**src/rtl/rca4bit_pkg.sv**
```systemverilog
// rtl/rca4bit_pkg.sv - shared arithmetic constants for the adder datapath
package rca4bit_pkg;

  localparam int ADDER_W = 4;

endpackage

```
**src/rtl/rca4bit_full_adder.sv**
```systemverilog
// rtl/rca4bit_full_adder.sv - gate-level 1-bit full adder, one ripple stage
module rca4bit_full_adder (
  input  logic A,
  input  logic B,
  input  logic C,
  output logic Sum,
  output logic Carry
);

  logic s1;

  assign s1    = A ^ B;
  assign Sum   = s1 ^ C;
  assign Carry = (A & B) | (s1 & C);

endmodule

```
**src/rtl/rca4bit.sv**
```systemverilog
// rtl/rca4bit.sv - registered ripple-carry adder with carry-out and signed overflow
module rca4bit
  import rca4bit_pkg::*;
#(
  parameter int WIDTH = ADDER_W
) (
  input  logic             clk,
  input  logic             rst,
  input  logic             in_valid,
  input  logic             C_in,
  input  logic [WIDTH-1:0] A,
  input  logic [WIDTH-1:0] B,
  output logic [WIDTH-1:0] S,
  output logic             C_out,
  output logic             overflow,
  output logic             out_valid
);

  logic [WIDTH:0]   carry;
  logic [WIDTH-1:0] sum;

  logic [WIDTH-1:0] s_q, s_d;
  logic             c_out_q, c_out_d;
  logic             ovf_q, ovf_d;
  logic             valid_q, valid_d;

  assign carry[0] = C_in;

  // Carry ripples LSB to MSB through one full adder per bit.
  for (genvar i = 0; i < WIDTH; i++) begin : g_stage
    rca4bit_full_adder u_fa (
      .A     (A[i]),
      .B     (B[i]),
      .C     (carry[i]),
      .Sum   (sum[i]),
      .Carry (carry[i+1])
    );
  end

  always_comb begin
    s_d     = s_q;
    c_out_d = c_out_q;
    ovf_d   = ovf_q;
    valid_d = in_valid;
    if (in_valid) begin
      s_d     = sum;
      c_out_d = carry[WIDTH];
      ovf_d   = carry[WIDTH] ^ carry[WIDTH-1];
    end
  end

  always_ff @(posedge clk or posedge rst) begin
    if (rst) begin
      s_q     <= '0;
      c_out_q <= 1'b0;
      ovf_q   <= 1'b0;
      valid_q <= 1'b0;
    end else begin
      s_q     <= s_d;
      c_out_q <= c_out_d;
      ovf_q   <= ovf_d;
      valid_q <= valid_d;
    end
  end

  assign S         = s_q;
  assign C_out     = c_out_q;
  assign overflow  = ovf_q;
  assign out_valid = valid_q;

endmodule

```
**config.mk**
```make
export PLATFORM = sky130hd
export DESIGN_NAME = rca4bit
export DESIGN_NICKNAME = d
export VERILOG_FILES = /design/src/rtl/rca4bit_pkg.sv /design/src/rtl/rca4bit_full_adder.sv /design/src/rtl/rca4bit.sv
export SDC_FILE = /design/constraint.sdc
export NUM_CORES = 1
export LEC_CHECK = 0
export BUFFER_PORTS_ARGS = -buffer_cell sky130_fd_sc_hd__buf_2
export CAP_MARGIN = 20
export CORE_AREA = 2 2 39 41
export DETAILED_ROUTE_END_ITERATION = 6
export DIE_AREA = 0 0 41 43
export REMOVE_ABC_BUFFERS = 1
export SLEW_MARGIN = 20
export SYNTH_ARGS = -nofsm -noshare
export SYNTH_HDL_FRONTEND = slang
export SYNTH_SLANG_ARGS = --single-unit
```
**constraint.sdc**
```tcl
create_clock -name clk -period 2.1 [get_ports clk]
set_clock_uncertainty 0.1 [all_clocks]
set_input_delay 0.21 -clock clk [delete_from_list [all_inputs] [get_ports clk]]
set_output_delay 0.21 -clock clk [all_outputs]
set_load 0.05 [all_outputs]
```
# Yosys cells after proc, flatten, opt, wreduce, memory -nomap -nowiden
# Cells that the tools add are included.
# classes
bitwise_logic	21
# op_table
cell	count
$xor A1 B1 Y1	9
$and A1 B1 Y1	8
$or A1 B1 Y1	4
# word_totals
inputBits	12
regBits	7
elab_cells	25
output_inout_bits	7

# Logic depth before layout (Yosys ltp)
# Gate-level depths: netlist (run 1).
# logic_depth
word_depth	10
ltp_mapped	9
ltp_nobuf	9

# Cells and area by module
# Synthesis (run 1) repeated with hierarchy kept, for this count alone.
# unflattened
cells_unflattened	21
hier_area_um2	362.8
# by_module_without_submodules
mod	n_inst	seq_area_each_um2	cells_each	area_per_inst_um2
rca4bit	1	175.2	17	282.8
rca4bit_full_adder	4	0.0	1	20.0

# Least setup slack after synthesis (run 1)
# No wires, ideal clock.
# synth_path
kind	input to register
start	in A[0]
end	reg ovf_q (netlist: overflow)
required_time_ns	1.875
path_stages	9
setup_ns	0.125
path_slack_ns	-0.007
path_buffers	0
arrival_ns	1.882
path_cell_list	inv_1 -> fa_1 -> inv_1 -> fa_1 -> fa_1 -> inv_1 -> fa_1 -> xnor2_1 -> mux2_4
# synth_via
elab_chain_len	10
elab_cells_between_ends	11
cone_classes	11 x bitwise
# synth_lines
item	line_no	text
start, declared	rca4bit.sv:11	input logic [WIDTH-1:0] A,
$xor A1 B1 Y1	rca4bit_full_adder.sv:12	assign s1 = A ^ B;
$and A1 B1 Y1	rca4bit_full_adder.sv:14	assign Carry = (A & B) | (s1 & C);
$or A1 B1 Y1 (*)	rca4bit_full_adder.sv:14	
$and A1 B1 Y1 (*)	rca4bit_full_adder.sv:14	
$or A1 B1 Y1 (*)	rca4bit_full_adder.sv:14	
$and A1 B1 Y1 (*)	rca4bit_full_adder.sv:14	
$or A1 B1 Y1 (*)	rca4bit_full_adder.sv:14	
$and A1 B1 Y1	rca4bit_full_adder.sv:14	
$or A1 B1 Y1	rca4bit_full_adder.sv:14	
$xor A1 B1 Y1 (*)	rca4bit.sv:48	ovf_d = carry[WIDTH] ^ carry[WIDTH-1];
end signal, assigned	rca4bit.sv:61	ovf_q <= ovf_d;
end, declared	rca4bit.sv:24	logic ovf_q, ovf_d;
# Mark *: on every way between the ends. The rest lies on a longest branch, timed or not.
# A chain may end at the register's enable or synchronous reset.

# Final worst setup path (run 1)
# Same ends and word-level chain as after synthesis.

==> impl_metrics.csv, run 1 <==
group,metric,value,unit
sta,maxSlewHeadroom,82.4,%
sta,setup_ws,0.134,ns
setup_path,endpoint_kind,"flop",
clocking,insertion_delay,0.25,ns
final_layout,final_common_cell,"buf_2",
sta,fin_crit,1.97,ns
setup_path,ff2ff_path_depth,1,
logic_synthesis,ys_top_cells_by_area,"dfrtp_1 (47%), fa_1 (21%), mux2_4 (12%)",
route,num_vias,290,
logic_synthesis,ys_seq_area_share,46.5,%
final_layout,num_antenna_cells,0,
hold_path,whs_path_depth,1,
clocking,cts_buffer_depth,2,
die,dieWidth,41,µm
sta,hold_viol_final,0,
setup_path,crit_type,"input port to flop",
setup_path,required,2.13,ns
route,routedWlPerCell,9.77,µm
sta,finalCritPeriodShare,93.6,%
sta,drv_slew,0,
global_route,use_met2,13.4,%
final_layout,utilization,38.1,%
clocking,cts_tree,"done",
setup_path,startpoint_type,"input port",
global_route,antenna_found_initial,0,
status,status,"completed",
final_layout,area_growth,39.9,%
route,drt_iter0_drc,4,
clocking,htreeDepth,1,
place,globalplace.congestion,0.645,
logic_synthesis,syn_avg_cell_area,12.6,µm²
route,postRouteAntennaNets,0,
die,die_y,43,µm
clocking,clock-sinks,7,
sta,rsz0062_at_grt,"false",
setup_path,worstPathMaxFanout,2,
route,routed_wirelength,684,µm
global_route,grt.overflow.total,0,
power,cell_internal_pwr,0.293,mW
logic_synthesis,yosys_warnings,0,
die,rows,14,
place,io_buffers,18,
route,drcViolationCount,0,
power,p_total,0.479,mW
die,ios,19,
final_layout,nNetsFinal,71,
power,peakVddDrop,446,µV
die,dieArea,0.00176,mm²
place,pre_cts_slack,-0.157,ns
die,start_util,27.2,%
clocking,cts-root-buf,"clkbuf_4",
logic_synthesis,yosys.area.top_type,"dfrtp_1",
setup_path,cp.arrival,2.00,ns
power,p_seq_share,35.6,%
power,p_per_area,909,mW/mm²
power,switchingPower,0.186,mW
clocking,cts_resized,0,
route,firstDrtPassIters,4,
power,combPwrFrac,38.7,%
sta,max_freq,0.509,GHz
clocking,hold_buffers,1,
clocking,cts_buffers,3,
route,vias_per_cell,4.14,
sta,setup_viol,0,
hold_path,hp-class,"input port to flop",
power,clkPwrFrac,25.7,%
final_layout,drive_above_1_share,48.1,%
global_route,gr-usage-met1,13.6,%
logic_synthesis,synth-seq-cells,7,
global_route,grtUsageTotal,10.6,%
global_route,grtUsageMet3,7.85,%
logic_synthesis,syn_area,377,µm²
sta,worstMarginPinSlew,0.264,ns
clocking,path_clk_slew,0.05,ns
global_route,grt_max_degree,11,
power,netSwitchingFraction,38.7,%
global_route,busiest_layer,"met1",
global_route,grt_pass1_vias,265,
sta,setup-tns-final,0,ns
logic_synthesis,synthCells,30,
flow_run,maxCapViolCount,0,
final_layout,layout_common_cells,"buf_2 (18), inv_1 (8), dfrtp_1 (7)",
clocking,cts_setup_buffers,0,
logic_synthesis,synth_top_area_share,46.5,%
logic_synthesis,synthDistinctLibCells,8,
power,leakagePower,0.287,nW
die,coreArea,0.00138,mm²
global_route,grt_pass1_wl,1.16,mm
-- stage by stage --
stage	hold slack, ns	area (µm²)	std cells
2_1_floorplan	-0.0866	365	29
3_3_place_gp	0.0417	490	65
3_5_place_dp	0.0472	490	65
4_1_cts	0.0951	527	70
5_1_grt	0.0893	527	70
6_report	0.0996	527	70
-- metal layers --
metal / routed length [µm] / share of wire [%] / vias to the layer above
met4: 0 / 0 / 0
met3: 76 / 11 / 0
met1: 285 / 42 / 137
li1: - / - / 136
met2: 322 / 47 / 17
met5: 0 / 0 / -
-- cells by family after synthesis --
group           share of synthesized area (%)
compound gates                           3.99
xor+xnor                                 2.33
fa+ha+maj                                21.3
flops                                    46.5
mux                                      12.0
simple gates                             2.99
buf+inv                                  11.0
-- worst paths after layout --
check / start / end / slack (ns)
min in group asynchronous: rst / S[3]$_DFFE_PP0P_ / 0.32
max reg2reg: overflow$_DFFE_PP0P_ / overflow$_DFFE_PP0P_ / 1.25
min: in_valid / out_valid$_DFF_PP0_ / 0.1
max in group asynchronous: rst / C_out$_DFFE_PP0P_ / 1.37
max: A[0] / overflow$_DFFE_PP0P_ / 0.13
min reg2reg: S[1]$_DFFE_PP0P_ / S[1]$_DFFE_PP0P_ / 0.41
-- worst max-delay path: stages --
cell	delay (ns)
buf_2	0.08
inv_1	0.04
fa_1	0.40
inv_1	0.07
fa_1	0.17
fa_1	0.19
inv_1	0.06
fa_1	0.40
xnor2_1	0.14
mux2_4	0.25
-- final cells by class --
class,count,area [µm²]
Inverter,8,30.0
Timing Repair Buffer,21,115
Clock buffer,4,26.3
Sequential cell,7,175
Multi-Input combinational cell,14,160
Fill cell,148,857
Tap cell,16,20.0
-- state kept, by name, summed over array words and instances, names as in the netlist --
register   cells
S              4
C_out          1
out_valid      1
overflow       1
-- power groups by stage --
stage | clock, mW | combinational [mW] | sequential (mW)
finish | 0.123 | 0.185 | 0.170
floorplan | 0 | 0.0491 | 0.255
CTS | 0.129 | 0.189 | 0.171
global route | 0.144 | 0.201 | 0.174
global placement | 0 | 0.183 | 0.172
detailed placement | 0 | 0.188 | 0.173
-- cell usage after synthesis (all sizes together) --
cell,n
fa,4
xnor2,1
mux2,3
buf,1
nor2,3
dfrtp,7
inv,8
a21oi,3
No activity file was read; power rests on OpenSTA's default activity.
==> run 2: changes to the inputs <==
- RECOVER_POWER: unset -> 100
==> run 2 against run 1 <==
Against the previous run: fmax hardly changed; first-iteration DRC count is 50% lower; design area is 3.3% lower; critical endpoint unchanged; highest routed layer unchanged; clock-buffer cell count stayed put; critical path depth stayed put; sequential share of layout area is 1.1 points higher; die area stayed put; combinational power is 8% lower.
==> impl_metrics.csv, run 2 (synthesis gave the netlist of run 1 again) <==
group,metric,value,unit
sta,setup-tns-final,0,ns
place,io_buffers,18,
die,ios,19,
route,drt_iter0_drc,2,
clocking,cts_tree,"done",
hold_path,hp-class,"input port to flop",
clocking,cts_buffers,3,
sta,hold_viol_final,0,
die,dieArea,0.00176,mm²
route,highest-signal-layer,"met3",
global_route,grt.overflow.total,0,
setup_path,ff2ff_path_depth,1,
route,num_vias,282,
setup_path,rr_startpoint,"S[1]$_DFFE_PP0P_",
route,met2_length,326,µm
hold_path,hold_path_end,"out_valid$_DFF_PP0_",
final_layout,utilization,36.8,%
clocking,insertion_delay,0.25,ns
die,dieWidth,41,µm
setup_path,crit_path_frequent_cell,"fa_1",
route,firstDrtPassIters,2,
clocking,cts-root-buf,"clkbuf_4",
global_route,antenna_found_initial,0,
final_layout,num_antenna_cells,0,
setup_path,worstPathMaxFanout,2,
sta,fin_crit,1.96,ns
hold_path,hold_start,"in_valid",
route,dr_wl_met3,78,µm
route,routedWlPerCell,9.94,µm
global_route,grt_pass1_vias,265,
clocking,clock-sinks,7,
die,die_y,43,µm
final_layout,fill_cells,150,
sta,worstMarginPinSlew,0.600,ns
global_route,grtUsageTotal,10.6,%
clocking,path_clk_slew,0.05,ns
sta,finalCritPeriodShare,93.5,%
hold_path,whs_path_depth,1,
setup_path,max_stage_delay,0.40,ns
die,coreArea,0.00138,mm²
sta,setup_ws,0.136,ns
clocking,htreeDepth,1,
final_layout,area_growth,35.2,%
clocking,cts_buffer_depth,2,
flow_run,maxCapViolCount,0,
global_route,grt_pass1_wl,1.16,mm
route,drcViolationCount,0,
place,globalplace.congestion,0.645,
route,postRouteAntennaNets,0,
sta,holdWs,0.184,ns
status,status,"completed",
sta,maxSlewHeadroom,60.2,%
sta,rsz0062_at_grt,"false",
setup_path,crit_path_top_delay_cell,"fa_1",
setup_path,cp.arrival,2.00,ns
final_layout,layout_common_cells,"buf_2 (10), clkbuf_1 (9), inv_1 (8)",
route,routed_wirelength,696,µm
die,start_util,27.2,%
sta,setup_viol,0,
place,pre_cts_slack,-0.157,ns
setup_path,startpoint_type,"input port",
sta,drv_slew,0,
final_layout,largest_register_ff_count,4,
power,peakVddDrop,436,µV
power,p_per_area,915,mW/mm²
setup_path,required,2.14,ns
final_layout,final_common_cell,"buf_2",
final_layout,nNetsFinal,71,
route,vias_per_cell,4.03,
setup_path,rrSetupSlack,1.22,ns
die,rows,14,
power,leakagePower,0.258,nW
setup_path,cp_cell_sequence,"buf_2 > inv_1 > fa_1 > inv_1 > fa_1 > fa_1 > inv_1 > fa_1 > xnor2_1 > mux2_4",
setup_path,crit_type,"input port to flop",
clocking,cts_setup_buffers,0,
global_route,grt_max_degree,11,
setup_path,endpoint_kind,"flop",
setup_path,r2r_end,"S[1]$_DFFE_PP0P_",
sta,max_freq,0.509,GHz
route,met1_length,291,µm
final_layout,drive_above_1_share,29.6,%
## run 2: changes by cell type in the layout (fill, tap and decap cells not counted), sizes merged
cell,change
buf,-9
clkbuf,+9
## run 2: report_power, final
group          total (mW)  internal (mW)  switching, mW  leakage (nW)
combinational       0.171         0.0476          0.123         0.163
clock               0.125         0.0727         0.0520        0.0150
sequential          0.171          0.158         0.0124        0.0802
total               0.466          0.279          0.187         0.258
## run 2: timing repair
action	in CTS	in global routing
hold endpoints to repair	7	0
hold buffers	1	0
endpoints found under the setup margin	0	0
resized for setup	0	0
## run 2: final cells by class
class,count,area [µm²],share of cell area [%]
Clock buffer,4,26.3,5.16
Inverter,8,30.0,5.90
Multi-Input combinational cell,14,153,30.0
Sequential cell,7,175,34.4
Tap cell,16,20.0,3.93
Timing Repair Buffer,21,105,20.6
## run 2: metal layers
layer  vias up  global-route usage, %
met5         -                      0
met3         0                   7.85
met2        15                   13.4
met4         0                   4.00
met1       131                   13.6
li1        136                      -
## run 2: how the worst max path moves through the flow
stage / start / cells past startpoint / slack, ns / to
floorplan: A[0] / 9 / -0.007 / overflow$_DFFE_PP0P_
global placement: A[0] / 10 / -0.14 / overflow$_DFFE_PP0P_
detailed placement: A[0] / 10 / -0.16 / overflow$_DFFE_PP0P_
CTS: A[0] / 10 / 0.11 / overflow$_DFFE_PP0P_
global route: A[0] / 10 / 0.02 / overflow$_DFFE_PP0P_
finish: A[0] / 10 / 0.14 / overflow$_DFFE_PP0P_
## run 2: worst max-delay path: cells and delay by family
family,cells,cell delay (ns)
fa+ha+maj,4,1.16
mux,1,0.25
buf+inv,4,0.24
xor+xnor,1,0.14
## run 2: metrics by stage
| step | instances | cell area [µm²] | power (mW) |
|---|---|---|---|
| final | 70 | 509 | 0.466 |
| after global routing | 70 | 509 | 0.504 |
| after CTS | 70 | 527 | 0.489 |
| after detailed placement | 65 | 490 | 0.361 |
| after global placement | 65 | 490 | 0.356 |
| after floorplan | 29 | 365 | 0.305 |
==> run 3: changes to the inputs <==
- BUFFER_PORTS_ARGS: -buffer_cell sky130_fd_sc_hd__buf_2 -> -buffer_cell sky130_fd_sc_hd__buf_4
==> run 3 against run 2 <==
Against the previous run: combinational power grew 2%; worst setup slack lost 0.033 ns; core utilization grew 1.8 points; routed wire length grew 1.0%; highest routed layer unchanged.
==> impl_metrics.csv, run 3 (synthesis gave the netlist of run 1 again) <==
group,metric,value,unit
die,dieWidth,41,µm
final_layout,final_common_cell,"buf_4",
power,p_per_area,872,mW/mm²
setup_path,required,2.13,ns
power,p_total,0.466,mW
route,drcViolationCount,0,
clocking,htreeDepth,1,
place,hpwl,598,µm
clocking,clock-sinks,7,
die,start_util,27.2,%
place,globalplace.congestion,0.641,
final_layout,layout_common_cells,"buf_4 (10), clkbuf_1 (9), inv_1 (8)",
route,routed_wirelength,703,µm
die,dieArea,0.00176,mm²
status,status,"completed",
place,io_buffers,18,
global_route,grt.overflow.total,0,
final_layout,num_antenna_cells,0,
route,routedWlPerCell,10.0,µm
sta,drv_slew,0,
route,drt_iter0_drc,0,
clocking,insertion_delay,0.24,ns
sta,max_freq,0.501,GHz
global_route,grtUsageTotal,9.66,%
setup_path,endpoint_kind,"flop",
route,postRouteAntennaNets,0,
route,num_vias,294,
final_layout,largest_register_ff_count,4,
place,placedCellCount,65,
sta,fin_crit,2.00,ns
clocking,cts_buffers,3,
die,die_y,43,µm
power,leakagePower,0.266,nW
place,place_area,536,µm²
clocking,cts_tree,"done",
route,vias_per_cell,4.20,
clocking,cts_buffer_depth,2,
clocking,cts_setup_buffers,0,
final_layout,final_area,534,µm²
final_layout,nNetsFinal,71,
die,coreArea,0.00138,mm²
sta,worstMarginPinSlew,0.600,ns
final_layout,area_growth,41.9,%
route,firstDrtPassIters,1,
die,ios,19,
final_layout,fill_cells,161,
flow_run,maxCapViolCount,0,
global_route,antenna_found_initial,0,
sta,rsz0062_at_grt,"false",
setup_path,crit_type,"input port to flop",
sta,finalCritPeriodShare,95.1,%
clocking,cts-root-buf,"clkbuf_4",
setup_path,worstPathMaxFanout,2,
global_route,grt_pass1_vias,263,
die,rows,14,
sta,setup_viol,0,
global_route,grt_pass1_wl,1.03,mm
power,peakVddDrop,264,µV
sta,holdWs,0.187,ns
sta,hold_viol_final,0,
setup_path,cp.arrival,2.03,ns
clocking,path_clk_slew,0.05,ns
final_layout,fin_cells,70,
setup_path,startpoint_type,"input port",
final_layout,drive_above_1_share,29.6,%
sta,maxSlewHeadroom,60.1,%
global_route,grt_max_degree,11,
hold_path,hp-class,"input port to flop",
run 3: cell types whose count changed in the layout (fill, tap and decap cells not counted):
cell / previous run / this run
buf_2: 10 / 0
buf_4: 1 / 10
clkbuf_4: 4 / 5
run 3: path summary, 6_finish.rpt:
path	start	end	slack, ns	cells after the start
max	A[0]	overflow$_DFFE_PP0P_	0.10	10
min reg2reg	S[1]$_DFFE_PP0P_	S[1]$_DFFE_PP0P_	0.39	1
min	in_valid	out_valid$_DFF_PP0_	0.19	1
max reg2reg	S[2]$_DFFE_PP0P_	S[2]$_DFFE_PP0P_	1.23	1
max in group asynchronous	rst	S[2]$_DFFE_PP0P_	1.34	3
min in group asynchronous	rst	out_valid$_DFF_PP0_	0.35	3
run 3: worst max-delay path: stages:
cell	delay (ns)
buf_4	0.08
inv_1	0.04
fa_1	0.40
inv_1	0.08
fa_1	0.17
fa_1	0.19
inv_1	0.06
fa_1	0.40
xnor2_1	0.14
mux2_4	0.25
run 3: area by class of cell:
type	instances	area, µm²	area share (%)
timing repair buffer	21	130	24.4
multi-input combinational	14	153	28.6
sequential	7	175	32.8
clock buffer	4	26.3	4.92
inverter	8	30.0	5.62
tap	16	20.0	3.75
run 3: routing by layer:
layer	GRT usage, %	wire, µm
met1	10.1	263
met2	13.8	365
met3	6.28	74
met4	6.00	0
met5	0	0
run 3: repair_timing:
item	4_1_cts	5_1_grt
hold endpoints to repair	7	0
hold buffers	1	0
resized for setup	0	0
run 3: report_power, final:
part,internal [mW],switching [mW]
logic,0.0524,0.123
registers,0.158,0.0119
clock network,0.0724,0.0481
run 3: metrics by stage:
| stage | setup WS (ns) | utilization [%] | TNS, ns |
|---|---|---|---|
| global placement | -0.135 | 38.7 | -0.222 |
| floorplan | -0.00703 | - | -0.00703 |
| finish | 0.103 | 38.6 | 0 |
| global route | 0.0183 | 38.6 | 0 |
| detailed placement | -0.193 | 38.7 | -0.334 |
| CTS | 0.0705 | 41.3 | 0 |
